--- src/rtl/bcd_pkg.sv ---
// Shared types and constants for the binary-to-BCD converter and its add-3 cell.
package bcd_pkg;

   typedef enum logic {
      IDLE  = 1'b0,
      SHIFT = 1'b1
   } state_t;

   localparam logic [3:0] BCD_ERR_DIGIT  = 4'hE;
   localparam logic [3:0] ADD3_THRESHOLD = 4'd5;

   // Largest value representable in 'digits' decimal digits (10^digits - 1).
   function automatic int unsigned bcd_max_value(input int digits);
      int unsigned v;
      v = 1;
      for (int i = 0; i < digits; i++) begin
         v = v * 10;
      end
      return v - 1;
   endfunction

endpackage

--- src/rtl/bcd_add3.sv ---
// Double-dabble correction cell: a BCD digit of 5 or more gets +3 before the next shift.
module bcd_add3
   import bcd_pkg::*;
(
   input  logic [3:0] digit_i,
   output logic [3:0] digit_o
);

   always_comb begin
      digit_o = digit_i;
      if (digit_i >= ADD3_THRESHOLD) begin
         digit_o = digit_i + 4'd3;
      end
   end

endmodule

--- src/rtl/binary_to_bcd_converter.sv ---
// Sequential shift-add-3 binary to packed BCD converter, one bit per clock, with
// start/busy/done handshake and an all-4'hE error pattern for out-of-range inputs.
module binary_to_bcd_converter
   import bcd_pkg::*;
#(
   parameter int BIN_WIDTH = 14,
   parameter int DIGITS    = 4
)
(
   input  logic                   clk,
   input  logic                   rst_n,
   input  logic                   start,
   input  logic [BIN_WIDTH-1:0]   bin,
   output logic                   busy,
   output logic                   done,
   output logic [4*DIGITS-1:0]    bcd,
   output logic                   overflow
);

   localparam int BCD_W = 4 * DIGITS;
   localparam int CNT_W = $clog2(BIN_WIDTH + 1);
   // Limit compare is wide enough to hold 10^8 - 1 regardless of BIN_WIDTH.
   localparam int LIM_W = (BIN_WIDTH > 27) ? BIN_WIDTH : 27;
   localparam logic [LIM_W-1:0] BIN_LIMIT = LIM_W'(bcd_max_value(DIGITS));

   state_t                 state_q, state_d;
   logic [BIN_WIDTH-1:0]   shift_q, shift_d;
   logic [BCD_W-1:0]       scratch_q, scratch_d, scratch_adj;
   logic [CNT_W-1:0]       cnt_q;
   logic                   ovf_flag_q;
   logic                   done_q;
   logic [BCD_W-1:0]       bcd_q;
   logic                   overflow_q;
   logic                   accept;
   logic                   last_iter;

   assign accept    = (state_q == IDLE) && start;
   assign last_iter = (state_q == SHIFT) && (cnt_q == CNT_W'(BIN_WIDTH - 1));

   generate
      for (genvar gi = 0; gi < DIGITS; gi++) begin : g_add3
         bcd_add3 u_add3 (
            .digit_i (scratch_q[4*gi +: 4]),
            .digit_o (scratch_adj[4*gi +: 4])
         );
      end
   endgenerate

   // Corrected scratch and binary shift register move left together as one word.
   assign {scratch_d, shift_d} = {scratch_adj, shift_q} << 1;

   always_ff @(posedge clk or negedge rst_n) begin
      if (!rst_n) begin
         state_q <= IDLE;
      end else begin
         state_q <= state_d;
      end
   end

   always_comb begin
      state_d = state_q;
      case (state_q)
         IDLE:    if (start)     state_d = SHIFT;
         SHIFT:   if (last_iter) state_d = IDLE;
         default:                state_d = IDLE;
      endcase
   end

   always_comb begin
      busy = (state_q == SHIFT);
   end

   always_ff @(posedge clk or negedge rst_n) begin
      if (!rst_n) begin
         shift_q    <= '0;
         scratch_q  <= '0;
         cnt_q      <= '0;
         ovf_flag_q <= 1'b0;
         done_q     <= 1'b0;
         bcd_q      <= '0;
         overflow_q <= 1'b0;
      end else begin
         done_q <= 1'b0;
         if (accept) begin
            shift_q    <= bin;
            scratch_q  <= '0;
            cnt_q      <= '0;
            ovf_flag_q <= (LIM_W'(bin) > BIN_LIMIT);
         end else if (state_q == SHIFT) begin
            shift_q   <= shift_d;
            scratch_q <= scratch_d;
            cnt_q     <= cnt_q + CNT_W'(1);
            if (last_iter) begin
               done_q     <= 1'b1;
               bcd_q      <= ovf_flag_q ? {DIGITS{BCD_ERR_DIGIT}} : scratch_d;
               overflow_q <= ovf_flag_q;
            end
         end
      end
   end

   assign done     = done_q;
   assign bcd      = bcd_q;
   assign overflow = overflow_q;

endmodule

--- config.mk ---
export PLATFORM = sky130hd
export DESIGN_NAME = binary_to_bcd_converter
export DESIGN_NICKNAME = d
export VERILOG_FILES = /design/src/rtl/bcd_pkg.sv /design/src/rtl/bcd_add3.sv /design/src/rtl/binary_to_bcd_converter.sv
export SDC_FILE = /design/constraint.sdc
export NUM_CORES = 1
export LEC_CHECK = 0
export ABC_AREA = 1
export BUFFER_PORTS_ARGS = -buffer_cell sky130_fd_sc_hd__buf_2
export CORE_UTILIZATION = 50
export DETAILED_ROUTE_END_ITERATION = 16
export GPL_TIMING_DRIVEN = 0
export PLACE_DENSITY = 0.71
export SETUP_SLACK_MARGIN = 0.15
export SLEW_MARGIN = 20
export SYNTH_ARGS = -nofsm -noshare
export SYNTH_HDL_FRONTEND = slang
export SYNTH_HIERARCHICAL = 1
export SYNTH_SLANG_ARGS = --single-unit
--- constraint.sdc ---
create_clock -name clk -period 1.8 [get_ports clk]
set_clock_uncertainty 0.05 [all_clocks]
set_input_delay 0.36 -clock clk [delete_from_list [all_inputs] [get_ports clk]]
set_output_delay 0.36 -clock clk [all_outputs]
set_load 0.005 [all_outputs]
# Word level (Yosys, flattened, before mapping)
# Cells that the tools add are included.
dict set report word_totals {
  reg_bits 54
  in_bits 17
  output_inout_bits 19
  wordCells 42
}
dict set report classes {
  n_addsub 5
  n_lt_le_gt_ge 5
  n_eq_ne 1
  n_mux 17
  bitwise_logic 2
  n_reduce_logical 4
}
# operator count
set ops {}
lappend ops {{$mux W16} 3}
lappend ops {{$mux W14} 2}
lappend ops {{$mux W4} 5}
lappend ops {{$ge A4 B3 Y1 const B} 4}
lappend ops {{$gt A14 B14 Y1 const B} 1}
lappend ops {{$add A4 B2 Y4 const B} 3}
lappend ops {{$mux W1} 5}
lappend ops {{$add A4 B1 Y4 const B} 1}
lappend ops {{$eq A4 B4 Y1 const B} 1}
lappend ops {{$add A3 B2 Y3 const B} 1}
lappend ops {{$mux W3} 1}
lappend ops {{$reduce_and A3 Y1} 1}
lappend ops {{$logic_and A1 B1 Y1} 2}
lappend ops {{$not A1 Y1} 2}
lappend ops {{$pmux W1 S2} 1}
lappend ops {{$reduce_bool A2 Y1} 1}

# Depth between registers and ports, before layout
# Gate-level depths: netlist (run 1).
dict set report logic_depth {
  ltp_word 5
  ltp_mapped 9
  depth_no_buf 9
}

# By module
# Netlist (run 1), hierarchy kept.
# mod instances cells_each area_each_um2 seq_area_each_um2
set modules_own_cells {}
lappend modules_own_cells {binary_to_bcd_converter 1 224 2188.3 1351.3}
lappend modules_own_cells {bcd_add3 4 23 135.1 0.0}

# Worst setup path after synthesis (run 1)
# OpenSTA, ideal clock, no wires.
dict set report synth_timing {
  kind {register to register}
  startpoint {register scratch_q[12]}
  endpoint {register scratch_q[14]}
  setup_ps 121
  arrival_ps 1202
  required_time_ps 1629
  slack_ps 427
  stages_incl_launch_ff 8
  path_buffers 0
  period_less_slack_ps 1373
  cell_sequence {dfrtp_1 -> inv_1 -> ha_1 -> nor2_4 -> nor2_4 -> nand2_1 -> o21ai_2 -> a22o_1}
}
dict set report synth_between {
  elab_chain_len 4
  elab_cells_between_ends 5
  cone_classes {add/sub (1); order compare (1); mux (3)}
}
# item line_no
set synth_lines {}
lappend synth_lines {{from (decl)} binary_to_bcd_converter.sv:28} ;# logic [BCD_W-1:0] scratch_q, scratch_d, scratch_adj;
lappend synth_lines {{from (signal assigned)} binary_to_bcd_converter.sv:91} ;# scratch_q <= scratch_d;
lappend synth_lines {{$ge A4 B3 Y1 or $add A3 B2 Y3 (tied branches)} {bcd_add3.sv:11, bcd_add3.sv:12}}
lappend synth_lines {{$mux W3 (*)} bcd_add3.sv:11} ;# if (digit_i >= ADD3_THRESHOLD) begin
lappend synth_lines {{via scratch_adj[13]} binary_to_bcd_converter.sv:28}
lappend synth_lines {{$mux W16 (*)} binary_to_bcd_converter.sv:89} ;# end else if (state_q == SHIFT) begin
lappend synth_lines {{$mux W16 (*)} binary_to_bcd_converter.sv:84} ;# if (accept) begin
# The timed path passes the listed nets; every way through them passes the cells marked *. The select of a mux whose other input is x is not followed.
# A chain may end at the register's enable or synchronous reset.

# Worst setup path after layout (run 1)
dict set report layout_timing {
  startpoint {register cnt_q[1]}
  endpoint {register bcd_q[14], in the netlist bcd[14]}
}
dict set report layout_between {
  elab_chain_len 3
}
# item line_no
set layout_lines {}
lappend layout_lines {{from (decl)} binary_to_bcd_converter.sv:29} ;# logic [CNT_W-1:0] cnt_q;
lappend layout_lines {{from (signal assigned)} binary_to_bcd_converter.sv:92} ;# cnt_q <= cnt_q + CNT_W'(1);
lappend layout_lines {{$eq A4 B4 Y1} binary_to_bcd_converter.sv:38} ;# assign last_iter = (state_q == SHIFT) && (cnt_q == CNT_W'(BIN_WIDTH - 1));
lappend layout_lines {{$logic_and A1 B1 Y1} binary_to_bcd_converter.sv:38}
lappend layout_lines {{$reduce_and A3 Y1 (no line)} --}
lappend layout_lines {{to (signal assigned)} binary_to_bcd_converter.sv:95} ;# bcd_q <= ovf_flag_q ? {DIGITS{BCD_ERR_DIGIT}} : scratch_d;
lappend layout_lines {{to (decl)} binary_to_bcd_converter.sv:32} ;# logic [BCD_W-1:0] bcd_q;
# Every way passes these cells.

==> impl_metrics.csv, run 1 <==
group,metric,value,unit
status,status,"complete, no violations",
run,cap_violations,0,
die,core_area,5170,um2
die,ioPinCount,36,
pwr,ir_drop,0.000848,V
route,dr.pass1.iters,4,
sta,hold_violations,0,
finish,drive_gt1_frac,0.223,
cts,clock_tree.buffer_depth,2,
logic_synthesis,avgSynthCellArea,8.69,um2
cts,root_buffer,"clkbuf_8",
route,drt_iter0_markers,99,
sta,setup-violations-final,0,
die,die_x,75.5,um
grt,antenna_found_initial,0,
cts,cts_buffers,5,
finish,antennaDiodeCount,0,
route,wl,5240,um
die,start_util,0.522,
sta,fin_crit_sh,0.836,
placement,dp.final_hpwl,3640,um
logic_synthesis,syn-num-nets,338,
logic_synthesis,netlist_area,2700,um2
critical_path,setup.worst_path.start_class,"flip-flop",
die,dieArea,5700,um2
pwr,power.switching,2.19,mW
critical_path,path_max_fanout,10,
pwr,combPwrFrac,0.473,
critical_path,crit_top_cell,"nor2_1",
grt,grt_max_degree,55,
critical_path,slowest_stage,"dfrtp_1",
placement,place_ws,0.199,ns
route,wire_per_inst,12.3,um
sta,rsz0062_at_grt,"false",
die,rows,26,
route,num_vias,2131,
grt,grt_pass1_wl,8940,um
cts,ctsHtreeMaxLevel,2,
critical_path,critPathTopFamily,"simple AND/OR/NAND/NOR gates",
logic_synthesis,yosysWarnings,6,
cts,path_clk_slew,0.09,ns
sta,fin_crit,1.50,ns
route,viasPerCell,5.01,
placement,gp_congestion,0.869,
grt,grt_pass1_vias,1967,
pwr,p_leak,1.54,nW
sta,fin_setup_tns,0,ns
sta,final.setup.worst_slack,0.295,ns
finish,num-nets-final,381,
route,ant_nets,0,
grt,grt_remaining_overflow,0,
hold_path,hold_class,"in2async",
pwr,power_density,1740,nW/um2
pwr,p_int,3.15,mW
finish,syn_to_final_growth,13.6,%
placement,io_buffer_count,35,
grt,grt_usage,0.209,
pwr,clkPwrFrac,0.130,
cts,clk_latency,0.31,ns
pwr,power_switching_share,0.410,
sta,clock.fmax,665,MHz
sta,tightest_slew,0.673,ns
critical_path,slowest_delay,0.40,ns
logic_synthesis,netlist_instances,311,
critical_path,crit_buf_inv,2,
critical_path,arrival,1.66,ns
sta,slew_violations,0,
sta,max-slew-margin-rel,0.552,
route,route.detailed.drc,0,
die,die_h,75.5,um
critical_path,worst-setup-path-type,"reg2reg",
critical_path,endpoint_kind,"flip-flop",
cts,cts.sinks,54,
cts,cts_tree,"built",
critical_path,path_cells,"inv_1 > ha_1 > nand2_2 > nor2_8 > nand2_4 > buf_6 > nor2_1 > nor2_1",
critical_path,critPathRequiredTime,1.95,ns
pwr,seqPwrFrac,0.397,
[final cells by class]
class,count,area (um2)
Fill cell,469,2100
Sequential cell,54,1350
Multi-Input combinational cell,219,1180
Timing Repair Buffer,36,185
Inverter,29,109
Tap cell,70,87.6
Clock buffer,7,86.3
Buffer,9,63.8
Clock inverter,1,5.00
[metrics by stage]
stage	cells	power [mW]	cell area, um2	util	hold WS [ns]
after detailed placement	416	4.67	2970	0.574	0.399
after global placement	416	4.59	2970	0.573	0.415
after CTS	424	5.37	3060	0.591	0.0651
final	425	5.34	3070	0.593	0.0188
after global routing	425	5.83	3070	0.593	0.0922
after floorplan	311	4.02	2700	-	0.0144
[routing by layer]
layer | up-vias | track usage | share of wire
li1 | 1071 | - | -
met1 | 1014 | 0.276 | 0.48
met2 | 41 | 0.353 | 0.47
met3 | 5 | 0.0384 | 0.036
met4 | 0 | 0.0617 | 0.0097
met5 | - | 0 | 0
[power groups by stage]
stage	clock, mW	sequential, mW	combinational (mW)
finish	0.692	2.12	2.52
floorplan	0	2.09	1.92
CTS	0.712	2.12	2.54
global route	0.758	2.20	2.87
global placement	0	2.13	2.46
detailed placement	0	2.14	2.53
[worst register-to-register path: cells and delay by family (launching register included)]
family | cells | cell delay [ns]
AND/OR/NAND/NOR | 5 | 0.56
flip-flops | 1 | 0.40
adder cells (fa/ha/maj) | 1 | 0.16
buffers and inverters | 2 | 0.24
[cell usage in the layout, fill, tap and decap left out, types with 4 or more instances in the layout]
| master | count |
|---|---|
| nor2_1 | 55 |
| ha_1 | 10 |
| clkbuf_8 | 6 |
| inv_1 | 25 |
| nand3_1 | 13 |
| o21ai_0 | 22 |
| nand2_1 | 76 |
| buf_2 | 37 |
| nor2_4 | 8 |
| nand2_2 | 6 |
| inv_2 | 4 |
| o21ai_2 | 4 |
| dfrtp_1 | 54 |
| a22o_1 | 12 |
[final timing paths]
path                                      start                      to  slack (ns)  depth (start not counted)
max                        cnt_q[1]$_DFFE_PN0P_     bcd[14]$_DFFE_PN0P_        0.30                          8
min                                       rst_n      bcd[5]$_DFFE_PN0P_        0.02                          1
max reg2reg                cnt_q[1]$_DFFE_PN0P_     bcd[14]$_DFFE_PN0P_        0.30                          8
min reg2reg                overflow$_DFFE_PN0P_    overflow$_DFFE_PN0P_        0.44                          1
max in group asynchronous                 rst_n  ovf_flag_q$_DFFE_PN0P_        1.22                          1
min in group clk                         bin[2]  shift_q[2]$_DFFE_PN0P_        0.20                          3
[state kept, by name (all words and copies together), names as in the netlist]
| register | cells |
|---|---|
| scratch_q | 16 |
| cnt_q | 4 |
| done | 1 |
| busy | 1 |
| ovf_flag_q | 1 |
| overflow | 1 |
| shift_q | 14 |
| bcd | 16 |
[timing repair]
item | 4_1_cts | 5_1_grt
gates resized for setup | 0 | 1
buffers inserted | 0 | 1
endpoints found under the setup margin | 0 | 10
hold buffers | 0 | 0
Note: power is estimated with default switching activity, not from simulation.
==> run 2: changes to the inputs <==
- clock period: 1.8 -> 1.43 ns (I/O delays scaled with it)
==> run 2 against run 1 <==
Effect of this change:
- worst hold slack improved by 0.10 ns
- non-clock buffer count increased by 40
- sequential share of layout area decreased by 9.0 points
- final cell count increased by 9.4%
- clock power increased by 28%
- power increased by 64%
- critical path type unchanged
==> impl_metrics.csv, run 2 (synthesized netlist as in run 1, its figures left out) <==
group,metric,value,unit
grt,antenna_found_initial,0,
route,wl,6870,um
placement,gp_congestion,0.857,
placement,dp_cells,416,
sta,slew_violations,0,
finish,drive_gt1_frac,0.514,
grt,grt_pass1_wl,9900,um
critical_path,setup.worst_path.start_class,"flip-flop",
sta,tightest_slew,0.496,ns
route,num_vias,2448,
cts,ctsHtreeMaxLevel,2,
grt,grt_usage,0.234,
critical_path,arrival,1.57,ns
placement,io_buffer_count,35,
grt,grt_max_degree,55,
grt,grt_pass1_vias,2244,
route,drt_iter0_markers,123,
die,ioPinCount,36,
cts,cts_tree,"built",
run,cap_violations,0,
finish,fillers,371,
finish,post-route-util,0.749,
critical_path,endpoint_kind,"flip-flop",
die,core_area,5170,um2
route,dr.pass1.iters,4,
sta,clock.fmax,706,MHz
sta,hold_violations,0,
pwr,p_leak,1.83,nW
finish,layout_common_cells,"nand2_1, dfrtp_1, buf_2, nor2_1, buf_4",
finish,antennaDiodeCount,0,
cts,cts_buffers,5,
finish,fin_cells,465,
pwr,ir_drop,0.00110,V
die,die_x,75.5,um
route,ant_nets,0,
status,status,"complete, no violations",
sta,fin_crit,1.42,ns
critical_path,worst-setup-path-type,"reg2reg",
finish,num-nets-final,421,
finish,syn_to_final_growth,43.3,%
die,rows,26,
cts,root_buffer,"clkbuf_8",
sta,max-slew-margin-rel,0.669,
hold_path,hold_class,"in2reg",
critical_path,path_max_fanout,4,
finish,final_common_cell,"nand2_1",
route,route.detailed.drc,0,
pwr,power_density,2260,nW/um2
route,wire_per_inst,14.8,um
sta,rsz0062_at_grt,"true",
sta,fin_crit_sh,0.991,
die,dieArea,5700,um2
grt,grt_remaining_overflow,0,
placement,dp.final_hpwl,3650,um
sta,setup-violations-final,0,
die,die_h,75.5,um
cts,path_clk_slew,0.10,ns
route,viasPerCell,5.26,
cts,cts.sinks,54,
cts,clk_latency,0.31,ns
sta,hold_slack,0.123,ns
critical_path,critPathRequiredTime,1.58,ns
die,start_util,0.522,
cts,clock_tree.buffer_depth,2,
[run 2: metal layers]
layer	GRT usage	part of all wire	vias up
met5	0	0	-
met4	0.0741	0.027	0
met3	0.0423	0.041	17
met2	0.412	0.52	72
met1	0.292	0.41	1201
li1	-	-	1158
[run 2: critical path: stages (launching register included)]
cell     delay, ns
dfrtp_1       0.40
inv_2         0.10
ha_2          0.17
nand2_2       0.07
nand2_4       0.09
nor2_4        0.06
nand2_2       0.09
o21ai_4       0.07
a22o_1        0.21
[run 2: where the power goes]
part	switching [mW]	leakage, nW	internal (mW)	total [mW]
sequential	0.556	0.665	2.20	2.76
combinational	2.68	1.12	2.43	5.11
clock	0.494	0.0482	0.392	0.886
[run 2: final cells by class]
| class | count | area [um2] | share of cell area |
|---|---|---|---|
| Sequential cell | 54 | 1360 | 0.350 |
| Multi-Input combinational cell | 219 | 1550 | 0.400 |
| Timing Repair Buffer | 76 | 584 | 0.151 |
| Buffer | 9 | 88.8 | 0.0229 |
| Clock buffer | 7 | 86.3 | 0.0223 |
| Tap cell | 70 | 87.6 | 0.0226 |
| Inverter | 29 | 115 | 0.0297 |
| Clock inverter | 1 | 5.00 | 0.00129 |
[run 2: path summary, 6_finish.rpt]
kind	from	end	slack, ns	cells past startpoint
worst max-delay path	scratch_q[1]$_DFFE_PN0P_	scratch_q[2]$_DFFE_PN0P_	0.01	8
worst min-delay path	bin[2]	shift_q[2]$_DFFE_PN0P_	0.12	3
worst max register to register	scratch_q[1]$_DFFE_PN0P_	scratch_q[2]$_DFFE_PN0P_	0.01	8
worst min register to register	ovf_flag_q$_DFFE_PN0P_	ovf_flag_q$_DFFE_PN0P_	0.44	2
max in group asynchronous	rst_n	cnt_q[0]$_DFFE_PN0P_	0.50	2
min in group asynchronous	rst_n	bcd[5]$_DFFE_PN0P_	0.45	2
[run 2: per-stage QoR]
| step | TNS [ns] | setup slack (ns) | cell area [um2] | power (mW) |
|---|---|---|---|---|
| final | 0 | 0.0131 | 3870 | 8.76 |
| after global routing | -0.169 | -0.0279 | 3870 | 9.36 |
| after CTS | 0 | 0.0556 | 3520 | 7.75 |
| after detailed placement | -0.786 | -0.0674 | 2990 | 5.95 |
| after global placement | -0.738 | -0.0485 | 2990 | 5.86 |
| after floorplan | 0 | 0.123 | 2720 | 5.13 |
[run 2: timing repair]
item,4_1_cts,5_1_grt
setup buffers,24,13
gates cloned,2,1
pin swaps,22,27
hold endpoints to repair,54,0
endpoints found under the setup margin,53,49
gates resized for setup,60,76
hold buffers,1,0
==> run 3: changes to the inputs <==
- CORE_ASPECT_RATIO: default -> 0.8
- SYNTH_HIERARCHICAL: 1 -> default
==> run 3 against run 2 <==
Effect of this change:
- combinational power shrank 3%
- final cell count decreased by 1.5%
- power down 2.1%
- synthesized area shrank 1.4%
- sequential cell count unchanged
- non-clock buffer count is 7 lower
- sequential share of layout area increased by 1.2 points
- clock-buffer cell count unchanged
- core utilization down 1.2 points
- die area is 1.4% lower
- routed wire length up 4.8%
==> impl_metrics.csv, run 3 <==
group,metric,value,unit
finish,syn_to_final_growth,40.1,%
pwr,ir_drop,0.00130,V
grt,grt_usage,0.245,
critical_path,setup.worst_path.start_class,"flip-flop",
logic_synthesis,synth_top_family_by_area,"simple AND/OR/NAND/NOR gates",
logic_synthesis,synth_fa_ha_area_frac,0.0470,
sta,final.setup.worst_slack,0.0445,ns
die,rows,23,
critical_path,slowest_delay,0.40,ns
logic_synthesis,muxShareOfSynthArea,0.00376,
sta,hold_violations,0,
die,die_h,67.3,um
cts,clock_tree.buffer_depth,2,
logic_synthesis,ys_async_sr_fraction,1.00,
placement,place_area,2940,um2
pwr,p_leak,1.85,nW
sta,setup-violations-final,0,
finish,drive_gt1_frac,0.452,
grt,grt_max_degree,55,
logic_synthesis,synth_edf_count,0,
cts,cts.sinks,54,
die,die_x,83.6,um
logic_synthesis,yosysTopAreaCellShare,0.507,
critical_path,crit_top_cell,"buf_6",
finish,final_common_cell,"nand2_1",
die,dieArea,5630,um2
grt,antenna_found_initial,0,
critical_path,arrival,1.56,ns
finish,fillers,338,
route,viasPerCell,5.40,
logic_synthesis,ys_top_cells_by_area,"dfrtp_1, nand2_1, inv_1, ha_1, nand3_1",
cts,ctsHtreeMaxLevel,2,
critical_path,worst-setup-path-type,"reg2reg",
finish,layout_common_cells,"nand2_1, dfrtp_1, buf_2, inv_1, buf_4",
sta,fin_crit,1.39,ns
sta,fin_setup_tns,0,ns
logic_synthesis,ys_seq_elements,54,
critical_path,endpoint_kind,"flip-flop",
run,cap_violations,0,
cts,cts_buffers,5,
sta,hold_slack,0.139,ns
finish,multi_input_area,1460,um2
logic_synthesis,netlist_instances,319,
critical_path,slowest_stage,"dfrtp_1",
die,start_util,0.526,
logic_synthesis,synthFlopType,"dfrtp_1",
grt,grt_pass1_vias,2325,
sta,rsz0062_at_grt,"true",
sta,max-slew-margin-rel,0.543,
placement,dp.final_hpwl,3930,um
status,status,"complete, no violations",
logic_synthesis,synthSimpleGateAreaFrac,0.270,
die,core_area,5060,um2
grt,grt_remaining_overflow,0,
route,route.detailed.drc,0,
placement,io_buffer_count,35,
finish,fin_cells,458,
pwr,power_density,2300,nW/um2
finish,seq_area,1350,um2
critical_path,critPathTopFamily,"flip-flops",
critical_path,crit_buf_inv,4,
sta,clock.fmax,722,MHz
cts,clk_latency,0.32,ns
cts,path_clk_slew,0.10,ns
logic_synthesis,yosysWarnings,0,
sta,slew_violations,0,
finish,antennaDiodeCount,0,
sta,fin_crit_sh,0.969,
finish,num-nets-final,422,
finish,post-route-util,0.737,
route,num_vias,2472,
logic_synthesis,synthTopCellsByCount,"nand2_1, dfrtp_1, inv_1",
finish,finalInstanceArea,3730,um2
logic_synthesis,netlist_area,2660,um2
hold_path,hold_class,"in2reg",
logic_synthesis,synth_cell_types,23,
cts,root_buffer,"clkbuf_8",
die,ioPinCount,36,
logic_synthesis,synth_most_common_cell,"nand2_1",
cts,cts_tree,"built",
grt,grt_pass1_wl,10700,um
logic_synthesis,synth_xor_area_frac,0,
route,ant_nets,0,
placement,gp_congestion,0.905,
critical_path,critPathRequiredTime,1.60,ns
logic_synthesis,avgSynthCellArea,8.35,um2
placement,place_ws,-0.213,ns
route,dr.pass1.iters,4,
route,drt_iter0_markers,184,
logic_synthesis,syn-num-nets,346,
critical_path,path_max_fanout,5,
sta,tightest_slew,0.685,ns
critical_path,path_cells,"inv_2 > ha_4 > nand2_4 > nor3_4 > buf_6 > buf_6 > nand3_2 > nand2_2 > inv_1",
route,wl,7200,um
route,wire_per_inst,15.7,um
logic_synthesis,yosysTopAreaCell,"dfrtp_1",
pwr,power,8.57,mW
logic_synthesis,synth_seq_area_share,0.507,
placement,dp_cells,416,
logic_synthesis,synth_compound_area_frac,0.0841,
==> run 3: final cells by class <==
cell class                      instances  area share
Buffer                                  9      0.0261
Clock buffer                            7      0.0231
Clock inverter                          1     0.00134
Inverter                               47      0.0486
Multi-Input combinational cell        209       0.390
Sequential cell                        54       0.362
Tap cell                               62      0.0208
Timing Repair Buffer                   69       0.128
==> run 3: worst paths after layout <==
| check | slack [ns] | cells after the start | end | startpoint |
|---|---|---|---|---|
| setup / recovery | 0.04 | 9 | bcd[14]$_DFFE_PN0P_ | cnt_q[1]$_DFFE_PN0P_ |
| hold / removal | 0.14 | 3 | shift_q[1]$_DFFE_PN0P_ | bin[1] |
| setup reg to reg | 0.04 | 9 | bcd[14]$_DFFE_PN0P_ | cnt_q[1]$_DFFE_PN0P_ |
| hold reg to reg | 0.44 | 2 | bcd[12]$_DFFE_PN0P_ | bcd[12]$_DFFE_PN0P_ |
| max in group asynchronous | 0.38 | 2 | scratch_q[6]$_DFFE_PN0P_ | rst_n |
| min in group asynchronous | 0.49 | 2 | bcd[3]$_DFFE_PN0P_ | rst_n |
==> run 3: repair_timing <==
item | in CTS | in global routing
hold buffers | 1 | 0
hold endpoints to repair | 54 | 0
gates resized for setup | 80 | 56
setup endpoints to repair | 53 | 43
pin swaps | 30 | 30
gates cloned | 1 | 0
setup buffers | 22 | 10
==> run 3: per-layer routing <==
metal	track usage	share of wire
met1	0.324	0.43
met2	0.407	0.49
met3	0.0562	0.066
met4	0.0847	0.011
met5	0	0
==> run 3: kinds of logic (layout without fill, tap and decap cells) <==
kind of cell    count (synthesis)  count (layout)
fa+ha+maj                      10              10
compound gates                 34              34
mux                             1               1
flops                          54              54
buf+inv                        56             133
simple gates                  164             164
==> run 3: where the power goes <==
| group | internal [mW] | switching (mW) |
|---|---|---|
| clock | 0.392 | 0.505 |
| combinational | 2.19 | 2.77 |
| sequential | 2.20 | 0.521 |
==> run 3: tightest hold or removal path: stages <==
cell      delay [ns]
buf_2           0.07
nand2_1         0.05
o221ai_1        0.06
